### src/rtl/wide_cmp_pkg.sv
// Shared definitions for the sequential wide-word comparator.
// Holds the controller state encoding and the digit width.
package wide_cmp_pkg;

   localparam int NIBBLE_W = 4;

   typedef enum logic {
      ST_IDLE = 1'b0,
      ST_SCAN = 1'b1
   } state_t;

endpackage

### src/rtl/wide_cmp_seq_comparator.sv
// Combinational 4-bit magnitude comparator.
// Exactly one of equal/bigger/less is high for any input pair.
module comparator (
   input  logic [3:0] A,
   input  logic [3:0] B,
   output logic       equal,
   output logic       bigger,
   output logic       less
);

   logic [3:0] bit_eq;

   always_comb begin
      bit_eq = ~(A ^ B);
      equal  = &bit_eq;
      // MSB-first priority: a bit decides only if every higher bit matched
      bigger = (A[3] & ~B[3])
             | (bit_eq[3] & A[2] & ~B[2])
             | (&bit_eq[3:2] & A[1] & ~B[1])
             | (&bit_eq[3:1] & A[0] & ~B[0]);
      less   = ~equal & ~bigger;
   end

endmodule

### src/rtl/wide_cmp_seq.sv
// Sequential wide magnitude comparator: scans one nibble per cycle, MSB first,
// through a single 4-bit comparator and stops at the first differing nibble.
module wide_cmp_seq
   import wide_cmp_pkg::*;
#(
   parameter int NIBBLES = 4,
   parameter int CW      = $clog2(NIBBLES + 1)
) (
   input  logic                         clk,
   input  logic                         rst,
   input  logic                         start,
   input  logic [NIBBLE_W*NIBBLES-1:0]  a,
   input  logic [NIBBLE_W*NIBBLES-1:0]  b,
   output logic                         busy,
   output logic                         done,
   output logic                         equal,
   output logic                         bigger,
   output logic                         less,
   output logic [CW-1:0]                nib_used
);

   localparam int W  = NIBBLE_W * NIBBLES;
   localparam int IW = (NIBBLES > 1) ? $clog2(NIBBLES) : 1;
   localparam logic [IW-1:0] IDX_TOP = IW'(NIBBLES - 1);
   localparam logic [CW-1:0] NIB_CNT = CW'(NIBBLES);

   state_t          state_q, state_d;
   logic [IW-1:0]   idx_q, idx_d;
   logic [W-1:0]    op_a_q, op_a_d;
   logic [W-1:0]    op_b_q, op_b_d;
   logic            done_q, done_d;
   logic            eq_q, eq_d;
   logic            bg_q, bg_d;
   logic            ls_q, ls_d;
   logic [CW-1:0]   nu_q, nu_d;

   logic [NIBBLE_W-1:0] nib_a, nib_b;
   logic                c_eq, c_bg, c_ls;

   always_comb begin
      nib_a = op_a_q[idx_q * NIBBLE_W +: NIBBLE_W];
      nib_b = op_b_q[idx_q * NIBBLE_W +: NIBBLE_W];
   end

   comparator u_cmp (
      .A      (nib_a),
      .B      (nib_b),
      .equal  (c_eq),
      .bigger (c_bg),
      .less   (c_ls)
   );

   always_comb begin
      state_d = state_q;
      idx_d   = idx_q;
      op_a_d  = op_a_q;
      op_b_d  = op_b_q;
      done_d  = 1'b0;
      eq_d    = eq_q;
      bg_d    = bg_q;
      ls_d    = ls_q;
      nu_d    = nu_q;

      case (state_q)
         ST_IDLE: begin
            if (start) begin
               op_a_d  = a;
               op_b_d  = b;
               idx_d   = IDX_TOP;
               state_d = ST_SCAN;
            end
         end
         ST_SCAN: begin
            if (!c_eq) begin
               state_d = ST_IDLE;
               done_d  = 1'b1;
               eq_d    = 1'b0;
               bg_d    = c_bg;
               ls_d    = c_ls;
               nu_d    = NIB_CNT - CW'(idx_q);
            end else if (idx_q == '0) begin
               state_d = ST_IDLE;
               done_d  = 1'b1;
               eq_d    = 1'b1;
               bg_d    = 1'b0;
               ls_d    = 1'b0;
               nu_d    = NIB_CNT;
            end else begin
               idx_d   = idx_q - IW'(1);
            end
         end
         default: state_d = ST_IDLE;
      endcase
   end

   always_ff @(posedge clk) begin
      if (rst) begin
         state_q <= ST_IDLE;
         idx_q   <= '0;
         op_a_q  <= '0;
         op_b_q  <= '0;
         done_q  <= 1'b0;
         eq_q    <= 1'b0;
         bg_q    <= 1'b0;
         ls_q    <= 1'b0;
         nu_q    <= '0;
      end else begin
         state_q <= state_d;
         idx_q   <= idx_d;
         op_a_q  <= op_a_d;
         op_b_q  <= op_b_d;
         done_q  <= done_d;
         eq_q    <= eq_d;
         bg_q    <= bg_d;
         ls_q    <= ls_d;
         nu_q    <= nu_d;
      end
   end

   always_comb begin
      busy     = (state_q == ST_SCAN);
      done     = done_q;
      equal    = eq_q;
      bigger   = bg_q;
      less     = ls_q;
      nib_used = nu_q;
   end

endmodule

### config.mk
export PLATFORM = sky130hd
export DESIGN_NAME = wide_cmp_seq
export DESIGN_NICKNAME = d
export VERILOG_FILES = /design/src/rtl/wide_cmp_pkg.sv /design/src/rtl/wide_cmp_seq_comparator.sv /design/src/rtl/wide_cmp_seq.sv
export SDC_FILE = /design/constraint.sdc
export NUM_CORES = 1
export LEC_CHECK = 0
export BUFFER_PORTS_ARGS = -buffer_cell sky130_fd_sc_hd__buf_2
export CORE_MARGIN = 3
export CORE_UTILIZATION = 56
export DETAILED_ROUTE_END_ITERATION = 8
export MAX_ROUTING_LAYER = met4
export PLACE_DENSITY = 0.94
export SLEW_MARGIN = 20
export SYNTH_ARGS = -nofsm -noshare
export SYNTH_HDL_FRONTEND = slang
export SYNTH_HIERARCHICAL = 1
export SYNTH_SLANG_ARGS = --single-unit
### constraint.sdc
create_clock -name clk -period 6.15 [get_ports clk]
set_clock_uncertainty 0.05 [all_clocks]
set_input_delay 0.615 -clock clk [delete_from_list [all_inputs] [get_ports clk]]
set_output_delay 0.615 -clock clk [all_outputs]
set_load 0.005 [all_outputs]
# ---- Yosys cells after proc, flatten, opt, wreduce, memory -nomap -nowiden
# Cells that the tools add are included.
dict set report word_totals {
  regBits 42
  in_bits 35
  output_inout_bits 8
  word_cells 62
}
dict set report classes {
  addsub 2
  eq_ne 4
  n_shift 2
  mux 17
  bitwise_logic 20
  n_reduce_logical 8
}
# cell n
set op_table {}
lappend op_table {{16-bit by 5-bit variable part select with 4-bit output} 2}
lappend op_table {{1-bit two-way mux} 10}
lappend op_table {{1-bit AND} 8}
lappend op_table {{1-bit inverter} 7}
lappend op_table {{2-bit two-way mux} 3}
lappend op_table {{3-bit two-way mux} 2}
lappend op_table {{2-bit AND reduction} 3}
lappend op_table {{3-bit AND reduction} 2}
lappend op_table {{2-bit by 1-bit != test with 1-bit output (second input constant)} 2}
lappend op_table {{2-bit != test (second input constant)} 2}
lappend op_table {{4-bit inverter} 1}
lappend op_table {{2-bit case mux with 2 select lines} 1}
lappend op_table {{4-bit AND reduction} 1}
lappend op_table {{4-bit XOR} 1}
lappend op_table {{1-bit bitwise OR} 3}
lappend op_table {{3-bit by 2-bit subtractor with 3-bit output (first input constant)} 1}
lappend op_table {{2-bit zero test} 1}
lappend op_table {{1-bit case mux with 2 select lines} 1}
lappend op_table {{2-bit OR reduction} 1}
lappend op_table {{2-bit by 1-bit subtractor with 2-bit output (second input constant)} 1}

# ---- Longest topological paths before layout
# Gate-level depths: netlist (run 1).
dict set report depth {
  word_depth 11
  ltp_mapped 9
  ltp_nobuf 8
}

# ---- By module
# Netlist (run 1), hierarchy kept.
# module n_inst cells_each area_each_um2 seq_area_each_um2
set modules_own_cells {}
lappend modules_own_cells {wide_cmp_seq 1 192 1731.7 840.8}
lappend modules_own_cells {comparator 1 15 108.9 0.0}

# ---- Worst setup path after synthesis (run 1)
# OpenSTA, ideal clock, no wires.
dict set report synth_path {
  path_kind {flip-flop to flip-flop}
  startpoint {register idx_q[0]}
  endpoint {register idx_q[1]}
  setup_time_ns 0.086
  t_arrival_ns 2.243
  setup_slack_ns 3.771
  stages_incl_launch_ff 9
  period_less_slack_ns 2.379
  cell_sequence {dfxtp_1 buf_6 mux4_2 ha_1 nand2_1 nor4bb_1 and3b_2 nor2_1 a221oi_2}
}
dict set report synth_via {
  elab_chain_cells 6
  elab_cells_between_ends 13
  classes_between {add/sub: 1; eq/ne: 2; shift: 2; mux: 3; bitwise: 2; reduce/logical: 3}
}
# element line_no
set synth_lines {}
lappend synth_lines {{from (decl)} wide_cmp_seq.sv:28} ;# logic [IW-1:0] idx_q, idx_d;
lappend synth_lines {{from (signal assigned)} wide_cmp_seq.sv:109} ;# idx_q <= idx_d;
lappend synth_lines {{16-bit by 5-bit variable part select with 4-bit output} wide_cmp_seq.sv:41} ;# nib_a = op_a_q[idx_q * NIBBLE_W +: NIBBLE_W];
lappend synth_lines {{named net nib_a[3]} wide_cmp_seq.sv:37} ;# logic [NIBBLE_W-1:0] nib_a, nib_b;
lappend synth_lines {{4-bit XOR} wide_cmp_seq_comparator.sv:14} ;# bit_eq = ~(A ^ B);
lappend synth_lines {{4-bit inverter} wide_cmp_seq_comparator.sv:14}
lappend synth_lines {{4-bit AND reduction} wide_cmp_seq_comparator.sv:15} ;# equal = &bit_eq;
lappend synth_lines {{named net c_eq} wide_cmp_seq.sv:38} ;# logic c_eq, c_bg, c_ls;
lappend synth_lines {{2-bit by 1-bit != test with 1-bit output (no source line)} --}
lappend synth_lines {{3-bit AND reduction (no source line)} --}
# The timed path passes the listed nets, and every way through them passes these cells. The select of a mux whose other input is x is not followed.
# A chain may end at the register's enable or synchronous reset.

# ---- Final worst setup path (run 1)
# Ends and elaborated chain as after synthesis.

==> flow_metrics.env, run 1 <==
export IMPL_totalWireLength_um=3470
export IMPL_dp_cells=279
export IMPL_setup_ws_ns=3.29
export IMPL_r2r_setup_slack_ns=3.29
export IMPL_synth_nets=244
export IMPL_stdcell_count=287
export IMPL_synth_commonest_cells="70 x nand2_1, 42 x dfxtp_1, 35 x a21oi_1, 8 x mux4_2, 6 x inv_1"
export IMPL_grt_pass1_vias=1384
export IMPL_reg2reg_depth=7
export IMPL_n_fill_cell=287
export IMPL_yosys_warnings=6
export IMPL_rsz0062_at_grt="no"
export IMPL_diodes=0
export IMPL_nNetsFinal=279
export IMPL_root_buffer="clkbuf_4"
export IMPL_cts_setup_buffers=0
export IMPL_postSynthAreaPerCell_um2=8.89
export IMPL_ys_ff_latch=42
export IMPL_fin_tns_setup_ns=0
export IMPL_port_buffers=42
export IMPL_routed_via_count=1478
export IMPL_clockBufferDepth=2
export IMPL_status="completed"
export IMPL_drc=0
export IMPL_yosysMostFrequentCell="nand2_1"
export IMPL_yosysUniqueCellTypes=30
export IMPL_antenna_found_initial=0
export IMPL_track_usage_pct=19.7
export IMPL_worstMarginPinSlew_ns=0.774
export IMPL_final_util_pct=66.5
export IMPL_area_growth_pct=12.1
export IMPL_yosysTopAreaCellShare_pct=45.7
export IMPL_yosys_most_used_dff="dfxtp_1"
export IMPL_total_leakage_power_uw=0.000850
export IMPL_cp_start_kind="flip-flop"
export IMPL_ant_nets=0
export IMPL_synth_edf_count=0
export IMPL_async_flop_share_pct=0
export IMPL_clk_latency_ns=0.34
export IMPL_die_y_um=63.3
export IMPL_clk_pin_slew_ns=0.11
export IMPL_grt_overflow_total=0
export IMPL_hpwl_um=2480
export IMPL_hold_class="reg2reg"
export IMPL_cts_hold_buffers_added=0
export IMPL_syn_area_mm2=0.00184
export IMPL_multi_input_area_um2=875
export IMPL_cts_repair_resized=0
export IMPL_crit_type="reg2reg"
export IMPL_crit_start="idx_q[0]"
export IMPL_clock_sinks=42
export IMPL_die_w_um=63.3
export IMPL_r2r_start="idx_q[0]"
export IMPL_yosys_top_cells_area="dfxtp_1 46%, nand2_1 14%, mux4_2 9.8%"
export IMPL_dieArea_mm2=0.00401
export IMPL_place_congestion=0.835
export IMPL_drt_initial_drc_count=93
export IMPL_drive_above_1_share_pct=28.0
export IMPL_wl_per_cell_um=12.1
export IMPL_initial_utilization_pct=59.3
export IMPL_htreeDepth=2
export IMPL_finalSetupViolCount=0
export IMPL_place_ws_ns=3.25
export IMPL_cp_endpoint="idx_q[1]"
export IMPL_required_ns=6.37
export IMPL_maxCapViolations=0
export IMPL_power_total_uw=546
export IMPL_cp_data_arrival_time_ns=3.07
export IMPL_cts_buffers=5
export IMPL_power_density_mw_per_mm2=265
export IMPL_slew_headroom_pct=48.4
export IMPL_maxSlewViolCount=0
export IMPL_dr_pass1_iters=4
export IMPL_critPathMaxFanout=11
export IMPL_rows=20
export IMPL_seqCellArea_um2=841
export IMPL_clock_fmax_ghz=0.350
export IMPL_end_kind="flip-flop"
export IMPL_netlist_instances=207
export IMPL_grt_max_degree=43
export IMPL_yosys_area_top_type="dfxtp_1"
export IMPL_cts_tree="built"
export IMPL_io_pins=43
export IMPL_via_per_inst=5.15
export IMPL_ys_seq_area_share_pct=45.7
export IMPL_r2r_end="idx_q[1]"
export IMPL_ir_drop_uv=210
export IMPL_grt_pass1_wl_um=5980
export IMPL_core_area_mm2=0.00310
export IMPL_min_period_ns=2.86
export IMPL_finalHoldViolCount=0
export IMPL_min_period_over_period_pct=46.5
==> flip-flops by register name (all words and copies together), names as in the netlist <==
register,flops
nib_used,3
op_a_q,16
done,1
bigger,1
busy,1
op_b_q,16
equal,1
idx_q,2
less,1
==> report_power, final <==
group / switching, uW / internal [uW] / total [uW]
registers: 15.9 / 291 / 307
logic: 51.2 / 49.9 / 101
clock network: 82.8 / 55.4 / 138
==> stage by stage <==
step / hold slack, ns / cell area [um2]
2_1_floorplan: 0.383 / 1840
3_3_place_gp: 0.389 / 2000
3_5_place_dp: 0.397 / 2000
4_1_cts: 0.412 / 2060
5_1_grt: 0.417 / 2060
6_report: 0.412 / 2060
==> worst max-delay path, stage by stage (launching register included) <==
cell and delay, ns:
dfxtp_1 0.73, mux4_2 0.58, ha_1 0.31, nand2_1 0.09
nor4bb_1 0.42, and3b_2 0.28, nor2_1 0.07, a221oi_2 0.24
==> per-layer routing <==
layer	track usage, %	vias to the layer above	part of all wire, %
met3	6.77	6	6.1
met1	22.5	675	46
met2	31.9	36	47
met4	7.01	0	1.4
met5	-	-	0
li1	-	761	-
==> final cells by class <==
type | count | area share (%)
repair buffers | 42 | 10.2
flip-flops and latches | 42 | 40.8
well taps | 44 | 2.67
inverters | 6 | 1.09
clock inverters | 1 | 0.243
clock buffers | 7 | 2.67
multi-input cells | 145 | 42.4
==> logic make-up after synthesis <==
| kind of cell | after synthesis | share of synthesized area, % |
|---|---|---|
| buffers and inverters | 20 | 7.07 |
| and+or+nand+nor | 82 | 18.9 |
| muxes | 8 | 9.79 |
| DFF | 42 | 45.7 |
| xor gates and xnor gates | 2 | 0.952 |
| AOI/OAI and AO/OA | 49 | 15.0 |
| adders and majority gates | 4 | 2.58 |
==> worst min path at each step <==
stage / cells past startpoint / from / slack, ns / to
after floorplan: 2 / op_a_q[11] / 0.38 / op_a_q[11]
after global placement: 2 / op_a_q[0] / 0.39 / op_a_q[0]
after detailed placement: 2 / op_a_q[0] / 0.40 / op_a_q[0]
after CTS: 2 / op_a_q[0] / 0.41 / op_a_q[0]
after global routing: 3 / a[11] / 0.42 / op_a_q[11]
final: 2 / op_b_q[6] / 0.41 / op_b_q[6]
==> layout by cell type, fill, tap and decap left out, types with 2 or more instances in the layout <==
cell and n:
nor3_1 2, inv_1 6, ha_1 2, buf_2 42, mux4_2 8, xnor2_1 2, o21ai_0 5, nor2b_1 2
dfxtp_1 42, nand2_1 70, a21oi_1 35, clkbuf_4 5, nor2_1 2, a21oi_2 4, maj3_2 2
(Power assumes the default switching activity.)
==> run 2, diff against run 1 <==
ABC_AREA = 1   (was default)
CORE_UTILIZATION = 53   (was 56)
PLACE_DENSITY = 0.89   (was 0.94)
clock period = 2.8 ns   (was 6.15 ns; I/O delays follow)
==> run 2 against run 1 <==
Sequential cell count unchanged. Wire length up 9.4%. Combinational power rose to 2.7 times the previous value. Global-route usage down 0.97 points. Die area up 8.9%. Synthesized area up 4.0%. Maximum frequency up 15%. Utilization down 3.4 points. Cell count up 24%. Final area up 4.5%. Critical path type unchanged. Highest routed layer unchanged.
==> flow_metrics.env, run 2 <==
export IMPL_reg2reg_depth=12
export IMPL_setup_ws_ns=0.305
export IMPL_port_buffers=42
export IMPL_drive_above_1_share_pct=19.0
export IMPL_r2r_start="idx_q[0]"
export IMPL_postSynthAreaPerCell_um2=6.96
export IMPL_place_congestion=0.831
export IMPL_dr_pass1_iters=4
export IMPL_r2r_setup_slack_ns=0.31
export IMPL_multi_input_area_um2=887
export IMPL_yosysMostFrequentCell="nor2_1"
export IMPL_combPwrFrac_pct=20.5
export IMPL_required_ns=3.03
export IMPL_yosysUniqueCellTypes=23
export IMPL_track_usage_pct=18.7
export IMPL_wl_per_cell_um=10.7
export IMPL_drt_initial_drc_count=71
export IMPL_cp_endpoint="nib_used[1]"
export IMPL_critPathMaxStageDelay_ns=0.56
export IMPL_slew_headroom_pct=61.8
export IMPL_nNetsFinal=346
export IMPL_root_buffer="clkbuf_4"
export IMPL_pwr_share_seq_pct=51.4
export IMPL_ys_ff_latch=42
export IMPL_seqCellArea_um2=841
export IMPL_grt_pass1_vias=1597
export IMPL_die_y_um=66.1
export IMPL_worstMarginPinSlew_ns=0.572
export IMPL_synth_edf_count=0
export IMPL_crit_start="idx_q[0]"
export IMPL_fin_tns_setup_ns=0
export IMPL_min_period_ns=2.49
export IMPL_maxCapViolations=0
export IMPL_ys_seq_area_share_pct=43.9
export IMPL_ant_nets=0
export IMPL_syn_area_mm2=0.00191
export IMPL_dieArea_mm2=0.00437
export IMPL_rows=21
export IMPL_total_leakage_power_uw=0.00104
export IMPL_cp_data_arrival_time_ns=2.73
export IMPL_cp_start_kind="flip-flop"
export IMPL_power_density_mw_per_mm2=618
export IMPL_initial_utilization_pct=56.0
export IMPL_clock_sinks=42
export IMPL_io_pins=43
export IMPL_async_flop_share_pct=0
export IMPL_cts_buffers=5
export IMPL_grt_pass1_wl_um=6200
export IMPL_path_cells="inv_2, nor2_1, nor2_1, o21ai_0, nand2_1, ha_1, nand3_1, nor2_2, inv_1, nand2_1, nand3_1, a21oi_1"
export IMPL_status="completed"
export IMPL_synth_commonest_cells="86 x nor2_1, 42 x dfxtp_1, 35 x nand2_1, 32 x o21ai_0, 18 x inv_1"
export IMPL_p_sw_uw=391
export IMPL_hold_class="in2reg"
export IMPL_via_per_inst=5.01
export IMPL_clk_pin_slew_ns=0.12
export IMPL_routed_via_count=1784
export IMPL_dp_cells=348
export IMPL_r2r_end="nib_used[1]"
export IMPL_cts_repair_resized=0
export IMPL_antenna_found_initial=0
export IMPL_cts_tree="built"
export IMPL_place_ws_ns=0.365
export IMPL_cts_setup_buffers=0
export IMPL_yosys_warnings=6
export IMPL_netlist_instances=275
export IMPL_layout_cells_most_common_list="86 x nor2_1, 42 x dfxtp_1, 42 x buf_2, 35 x nand2_1, 32 x o21ai_0"
export IMPL_p_int_uw=942
export IMPL_final_common_cell="nor2_1"
export IMPL_htreeDepth=2
export IMPL_stdcell_count=356
export IMPL_yosys_top_cells_area="dfxtp_1 44%, nor2_1 17%, o21ai_0 8.4%"
export IMPL_yosys_area_top_type="dfxtp_1"
export IMPL_grt_max_degree=36
export IMPL_crit_slowest_cell="dfxtp_1"
export IMPL_ir_drop_uv=342
export IMPL_synth_nets=312
export IMPL_hpwl_um=2850
export IMPL_drc=0
export IMPL_crit_type="reg2reg"
export IMPL_yosys_most_used_dff="dfxtp_1"
export IMPL_min_period_over_period_pct=89.1
export IMPL_switching_share_pct=29.3
export IMPL_core_area_mm2=0.00342
export IMPL_die_w_um=66.1
export IMPL_finalSetupViolCount=0
export IMPL_critPathMaxFanout=25
export IMPL_area_growth_pct=12.6
export IMPL_maxSlewViolCount=0
export IMPL_finalHoldViolCount=0
export IMPL_rsz0062_at_grt="no"
export IMPL_yosysTopAreaCellShare_pct=43.9
export IMPL_clock_fmax_ghz=0.401
export IMPL_clockPowerShare_pct=28.1
export IMPL_end_kind="flip-flop"
export IMPL_cts_hold_buffers_added=0
export IMPL_clk_latency_ns=0.35
export IMPL_grt_overflow_total=0
export IMPL_totalWireLength_um=3800
export IMPL_clockBufferDepth=2
export IMPL_diodes=0
export IMPL_n_fill_cell=345
## run 2: cell count changes in the layout (fill, tap and decap cells not counted), moves of 3 or more
cell / delta
nand2_1: -35
nand3_1: +6
inv_2: +4
a21oi_2: -4
o21ai_1: +7
a21oi_1: -27
nor2_1: +84
nor2_2: +3
mux4_2: -8
inv_1: +12
o211ai_1: +8
o21ai_0: +27
## run 2: worst min path at each step
stage | start | to | slack (ns) | cells past startpoint
2_1_floorplan | b[9] | op_b_q[9] | 0.38 | 2
3_3_place_gp | nib_used[2] | nib_used[2] | 0.40 | 2
3_5_place_dp | op_b_q[3] | op_b_q[3] | 0.42 | 2
4_1_cts | b[2] | op_b_q[2] | 0.1 | 3
5_1_grt | b[2] | op_b_q[2] | 0.09 | 3
6_report | b[2] | op_b_q[2] | 0.11 | 3
## run 2: through the flow
step                total power [uW]  hold WS [ns]  util (%)  instance area (um2)
finish                          1330         0.105      63.1                 2160
global route                    1410        0.0908      63.1                 2160
CTS                             1340        0.0991      63.1                 2160
detailed placement               973         0.418      60.8                 2080
global placement                 959         0.401      60.8                 2080
floorplan                        909         0.376         -                 1910
## run 2: final cells by class
class,instances,share of cell area [%]
clock buffer,5,1.74
tap,46,2.67
clock inverter,3,1.86
multi-input combinational,196,41.1
sequential,42,39.0
timing repair buffer,42,9.75
inverter,22,3.83
## run 2: worst max-delay path: cells and delay by family, from the launching register on
| family | cells | cell delay (ns) |
|---|---|---|
| adder cells (fa/ha/maj) | 1 | 0.32 |
| AND/OR/NAND/NOR | 7 | 0.92 |
| flip-flops | 1 | 0.56 |
| AO/OA/AOI/OAI | 2 | 0.25 |
| buffers and inverters | 2 | 0.33 |
## run 2: per-layer routing
layer	global-route usage, %	wire [um]	vias to the layer above
met5	-	0	-
met4	7.61	55	0
met3	4.59	165	7
met2	34.8	1960	36
met1	18.3	1620	802
li1	-	-	939
## run 2: logic make-up (layout without fill, tap and decap cells)
kind of cell,Yosys count,in the layout,synth area share (%)
adder cells (fa/ha/maj),2,2,1.31
flip-flops,42,42,43.9
AND/OR/NAND/NOR,135,135,28.1
AO/OA/AOI/OAI,57,57,16.0
XOR/XNOR,2,2,0.915
buffers and inverters,37,72,9.74
## run 2: power groups by stage
| stage | sequential (uW) | combinational, uW | clock [uW] |
|---|---|---|---|
| after floorplan | 682 | 228 | 0 |
| after global placement | 695 | 264 | 0 |
| after detailed placement | 698 | 275 | 0 |
| after CTS | 684 | 276 | 380 |
| after global routing | 691 | 317 | 406 |
| final | 685 | 274 | 375 |
